==> src/rtl/alu_share_arbiter.sv <==
// Two-requester round-robin front end for a single shared ALU.
// The grant is evaluated combinationally and captured in a one-entry response buffer.

module alu_share_alu #(
   parameter int WIDTH = 32
) (
   input  logic [3:0]       op_i,
   input  logic [WIDTH-1:0] a_i,
   input  logic [WIDTH-1:0] b_i,
   output logic [WIDTH-1:0] result_o,
   output logic             illegal_o
);
   logic [4:0] shamt;

   always_comb begin
      shamt     = b_i[4:0];
      result_o  = '0;
      illegal_o = 1'b0;
      case (op_i)
         4'd0:    result_o = a_i + b_i;
         4'd1:    result_o = a_i - b_i;
         4'd2:    result_o = a_i << shamt;
         4'd3:    result_o = {{(WIDTH-1){1'b0}}, ($signed(a_i) < $signed(b_i))};
         4'd4:    result_o = {{(WIDTH-1){1'b0}}, (a_i < b_i)};
         4'd5:    result_o = a_i ^ b_i;
         4'd6:    result_o = a_i >> shamt;
         4'd7:    result_o = $signed(a_i) >>> shamt;
         4'd8:    result_o = a_i | b_i;
         4'd9:    result_o = a_i & b_i;
         default: illegal_o = 1'b1;
      endcase
   end
endmodule

module alu_share_arbiter #(
   parameter int WIDTH = 32,
   parameter int TAG_W = 4
) (
   input  logic             clk,
   input  logic             reset,
   input  logic             req0_valid,
   output logic             req0_ready,
   input  logic [WIDTH-1:0] req0_a,
   input  logic [WIDTH-1:0] req0_b,
   input  logic [3:0]       req0_op,
   input  logic [TAG_W-1:0] req0_tag,
   input  logic             req1_valid,
   output logic             req1_ready,
   input  logic [WIDTH-1:0] req1_a,
   input  logic [WIDTH-1:0] req1_b,
   input  logic [3:0]       req1_op,
   input  logic [TAG_W-1:0] req1_tag,
   output logic             rsp_valid,
   input  logic             rsp_ready,
   output logic [WIDTH-1:0] rsp_result,
   output logic             rsp_src,
   output logic [TAG_W-1:0] rsp_tag,
   output logic             rsp_illegal
);
   logic             rsp_valid_q, rsp_valid_d;
   logic [WIDTH-1:0] rsp_result_q, rsp_result_d;
   logic             rsp_src_q, rsp_src_d;
   logic [TAG_W-1:0] rsp_tag_q, rsp_tag_d;
   logic             rsp_illegal_q, rsp_illegal_d;
   logic             prio_q, prio_d;

   logic             can_accept;
   logic             winner;
   logic             grant;
   logic [3:0]       alu_op;
   logic [WIDTH-1:0] alu_a, alu_b, alu_result;
   logic             alu_illegal;

   alu_share_alu #(.WIDTH(WIDTH)) u_alu (
      .op_i      (alu_op),
      .a_i       (alu_a),
      .b_i       (alu_b),
      .result_o  (alu_result),
      .illegal_o (alu_illegal)
   );

   always_comb begin
      can_accept = !rsp_valid_q || rsp_ready;
      winner     = (req0_valid && req1_valid) ? prio_q : !req0_valid;
      // Readies are held low during reset so nothing is accepted into a buffer being cleared.
      req0_ready = !reset && can_accept && req0_valid && (winner == 1'b0);
      req1_ready = !reset && can_accept && req1_valid && (winner == 1'b1);
      grant      = req0_ready || req1_ready;
      alu_op     = winner ? req1_op : req0_op;
      alu_a      = winner ? req1_a  : req0_a;
      alu_b      = winner ? req1_b  : req0_b;
   end

   always_comb begin
      rsp_valid_d   = rsp_valid_q;
      rsp_result_d  = rsp_result_q;
      rsp_src_d     = rsp_src_q;
      rsp_tag_d     = rsp_tag_q;
      rsp_illegal_d = rsp_illegal_q;
      prio_d        = prio_q;
      if (grant) begin
         rsp_valid_d   = 1'b1;
         rsp_result_d  = alu_result;
         rsp_src_d     = winner;
         rsp_tag_d     = winner ? req1_tag : req0_tag;
         rsp_illegal_d = alu_illegal;
         prio_d        = !winner;
      end else if (rsp_valid_q && rsp_ready) begin
         rsp_valid_d = 1'b0;
      end
   end

   always_ff @(posedge clk) begin
      if (reset) begin
         rsp_valid_q   <= 1'b0;
         rsp_result_q  <= '0;
         rsp_src_q     <= 1'b0;
         rsp_tag_q     <= '0;
         rsp_illegal_q <= 1'b0;
         prio_q        <= 1'b0;
      end else begin
         rsp_valid_q   <= rsp_valid_d;
         rsp_result_q  <= rsp_result_d;
         rsp_src_q     <= rsp_src_d;
         rsp_tag_q     <= rsp_tag_d;
         rsp_illegal_q <= rsp_illegal_d;
         prio_q        <= prio_d;
      end
   end

   assign rsp_valid   = rsp_valid_q;
   assign rsp_result  = rsp_result_q;
   assign rsp_src     = rsp_src_q;
   assign rsp_tag     = rsp_tag_q;
   assign rsp_illegal = rsp_illegal_q;
endmodule

==> config.mk <==
export PLATFORM = sky130hd
export DESIGN_NAME = alu_share_arbiter
export DESIGN_NICKNAME = d
export VERILOG_FILES = /design/src/rtl/alu_share_arbiter.sv
export SDC_FILE = /design/constraint.sdc
export NUM_CORES = 1
export LEC_CHECK = 0
export ABC_AREA = 1
export BUFFER_PORTS_ARGS = -buffer_cell sky130_fd_sc_hd__buf_4
export CORE_AREA = 3 3 168 170
export CTS_CLUSTER_SIZE = 28
export DETAILED_ROUTE_END_ITERATION = 7
export DIE_AREA = 0 0 171 173
export PLACE_DENSITY = 0.65
export RECOVER_POWER = 100
export SYNTH_ARGS = -nofsm -noshare
export SYNTH_HDL_FRONTEND = slang
export SYNTH_SLANG_ARGS = --single-unit
==> constraint.sdc <==
create_clock -name clk -period 7.4 [get_ports clk]
set_clock_uncertainty 0.2 [all_clocks]
set_input_delay 0.74 -clock clk [delete_from_list [all_inputs] [get_ports clk]]
set_output_delay 0.74 -clock clk [all_outputs]
set_load 0.01 [all_outputs]
==> results.json <==
{
  "cp.depth": 15,
  "syn_to_final_growth_pct": 11.6,
  "cpMostUsedCell": "nand2_1",
  "synthesis.area_um2": 12100,
  "ys_seq_area_share_pct": 6.64,
  "leakage_nw": 7.05,
  "pwr-share-clk_pct": 12.1,
  "clock_path_buffers": 2,
  "r2r_slack_ns": 1.78,
  "first_global_vias": 15607,
  "grt_use_total_pct": 41.8,
  "regArea_um2": 801,
  "worstPathArrival_ns": 5.91,
  "tightestPinTransition_ns": 1.72,
  "powerDensity_nw_per_um2": 161,
  "hold_class": "reg2reg",
  "n_antenna_cell": 0,
  "drc": 5,
  "drive_gt1_share_pct": 8.79,
  "fill_cells": 3043,
  "netlist_instances": 2373,
  "cp-start-kind": "input pin",
  "intPower_w": 0.000848,
  "drt_iter0_markers": 2657,
  "violations": "DRC, capacitance limit, slew limit",
  "min_path_cells": 2,
  "synth_nets": 2620,
  "post_cts_buffers": 0,
  "cts_sinks": 40,
  "ir_drop_mv": 0.0822,
  "syn_avg_cell_area_um2": 5.08,
  "pwr-share-seq_pct": 11.4,
  "hold_buffers": 0,
  "grt_pass1_wl_um": 94700,
  "cts_root_buffer": "clkbuf_16",
  "switching_share_pct": 60.9,
  "port_buffers": 189,
  "route.detailed.wl_per_inst_um": 23.3,
  "synth_top_area_share_pct": 23.1,
  "ant_nets": 0,
  "dr.pass1.iters": 8,
  "fp.coreArea_um2": 26900,
  "synth_edf_count": 0,
  "finalHoldViolCount": 0,
  "async_flop_share_pct": 0,
  "period_share_pct": 79.6,
  "max_cap_violations": 1,
  "yosys_warnings": 0,
  "cp_cell_sequence": "clkbuf_1 > nand2_1 > nand2_8 > inv_1 > nand2_1 > nand2_1 > buf_4 > nand3_1 > nand2_1 > nand2_1 > nand3_1 > nand4_1 > o21ai_0 > o21ai_0 > a21oi_1",
  "fp-row-count": 60,
  "cp_num_buf_inv": 3,
  "status": "finished, violations left",
  "numCtsBuffers": 5,
  "antenna_found_initial": 0,
  "finalCoreUtilization_pct": 50.1,
  "setup_viol": 0,
  "fmax_ghz": 0.170,
  "ys_types": 46,
  "crit_required_ns": 7.42,
  "maxSlewViolCount": 38,
  "multiInputGateArea_um2": 9520,
  "end_kind": "register",
  "min_period_ns": 5.89,
  "pwr-share-comb_pct": 76.5,
  "fp.dieW_um": 171,
  "design_area_um2": 13500,
  "via_count": 17234,
  "dp_hpwl_um": 53900,
  "synth_top_cell_by_area": "nand2_1",
  "clock_latency_ns": 0.29,
  "rsz0062_at_grt": "no",
  "switchingPower_w": 0.00132,
  "slew_headroom_pct": -14.4,
  "nNetsFinal": 2715,
  "gp_routability_congestion": 1.14,
  "critPathTopFamily": "simple AND/OR/NAND/NOR gates",
  "die_area_um2": 29600,
  "grt_max_degree": 93,
  "cts_resized": 0,
  "max_stage_delay_ns": 0.76,
  "r2r_cells": 14,
  "synth_most_common_cell": "nand2_1",
  "ios": 190,
  "cts.clk_slew.worst_paths_ns": 0.06,
  "synth_seq_cells": 40,
  "initial_core_util_pct": 44.9,
  "drt_wl_total_um": 65600,
  "synthFlopType": "dfxtp_1",
  "placed_area_um2": 13500,
  "grt_overflow_total": 0,
  "critPathKind": "in2reg",
  "cts_tree": "built",
  "h-tree-depth": 2,
  "cpMaxStageDelayCell": "nand2_1",
  "finalSetupTns_ns": 0,
  "synthTopCellsByArea": "nand2_1 23%, nand3_1 16%, ha_1 10%",
  "cp_max_fo": 92,
  "avgViaCountPerCell": 6.13,
  "die_h_um": 173,
  "synthTopCellsByCount": "741 x nand2_1, 392 x nand3_1, 292 x inv_1, 192 x nor2_1, 149 x a21oi_1"
}
==> final cells by class <==
type | instances | area share, %
clock buffers | 5 | 0.929
clock inverters | 3 | 0.344
inverters | 308 | 8.58
multi-input cells | 1906 | 70.7
flip-flops and latches | 40 | 5.95
well taps | 341 | 3.17
repair buffers | 207 | 10.3
==> power by group through the flow <==
stage | Combinational [W] | Clock, W | Sequential [W]
2_1_floorplan | 0.00101 | 0 | 0.000258
3_3_place_gp | 0.00158 | 0 | 0.000253
3_5_place_dp | 0.00159 | 0 | 0.000253
4_1_cts | 0.00160 | 0.000264 | 0.000248
5_1_grt | 0.00177 | 0.000271 | 0.000250
6_report | 0.00166 | 0.000263 | 0.000248
==> per-stage QoR <==
step	cells	hold slack (ns)	setup WS [ns]	power (W)
after floorplan	2373	0.278	3.48	0.00127
after detailed placement	2802	0.257	2.38	0.00184
after CTS	2810	0.267	2.68	0.00211
final	2810	0.264	1.51	0.00217
after global routing	2810	0.279	1.19	0.00229
after global placement	2802	0.253	2.48	0.00183
==> layout by cell type, fill, tap and decap left out, drive strengths merged, types with 3 or more instances in the layout <==
cell type	instances
o22ai	13
and3	3
a221oi	3
clkbuf	48
or2	4
o2111ai	3
nand3b	22
a31oi	14
buf	164
nand2	757
a21boi	5
o21a	5
o211ai	10
nand3	394
o21bai	12
ha	96
nor3	24
a211oi	4
a21oi	149
nand4	17
inv	308
a21o	6
o221ai	6
dfxtp	40
nor2	198
o21ai	148
nor4	4
==> state kept, by name, indices dropped and copies added, names as in the netlist <==
signal / flops
rsp_tag: 4
rsp_result: 32
rsp_illegal: 1
prio_q: 1
rsp_valid: 1
rsp_src: 1
==> layer usage <==
layer | GRT usage (%) | wire length [um] | vias up
met5 | 2.17 | 86 | -
met3 | 12.6 | 9450 | 227
met4 | 19.1 | 3820 | 2
li1 | - | - | 7905
met2 | 62.5 | 26900 | 1359
met1 | 54.9 | 25300 | 7741
==> cells by family (layout without fill, tap and decap cells) <==
| family | Yosys count | count (layout) | share of synthesized area [%] |
|---|---|---|---|
| flip-flops | 40 | 40 | 6.64 |
| adder cells (fa/ha/maj) | 98 | 98 | 10.3 |
| XOR/XNOR | 2 | 2 | 0.145 |
| AO/OA/AOI/OAI | 383 | 383 | 17.8 |
| AND/OR/NAND/NOR | 1423 | 1423 | 50.6 |
| buffers and inverters | 427 | 523 | 14.5 |
==> worst register-to-register path: stages, from the launching register on <==
cell and delay [ns]:
dfxtp_1 0.40, nand2_1 0.73, nand2_8 0.54, inv_1 0.55, nand2_1 0.09, nand2_1 0.76, buf_4 0.53, nand3_1 0.16
nand2_1 0.13, nand2_1 0.10, nand3_1 0.26, nand4_1 0.18, o21ai_0 0.47, o21ai_0 0.29, a21oi_1 0.17
==> final timing paths <==
kind	from	end
worst max-delay path	req1_valid	rsp_result[2]
worst min register to register	rsp_result[30]	rsp_result[30]
worst min-delay path	rsp_result[30]	rsp_result[30]
worst max register to register	prio_q	rsp_result[2]
Note: power is estimated with default switching activity, not from simulation.
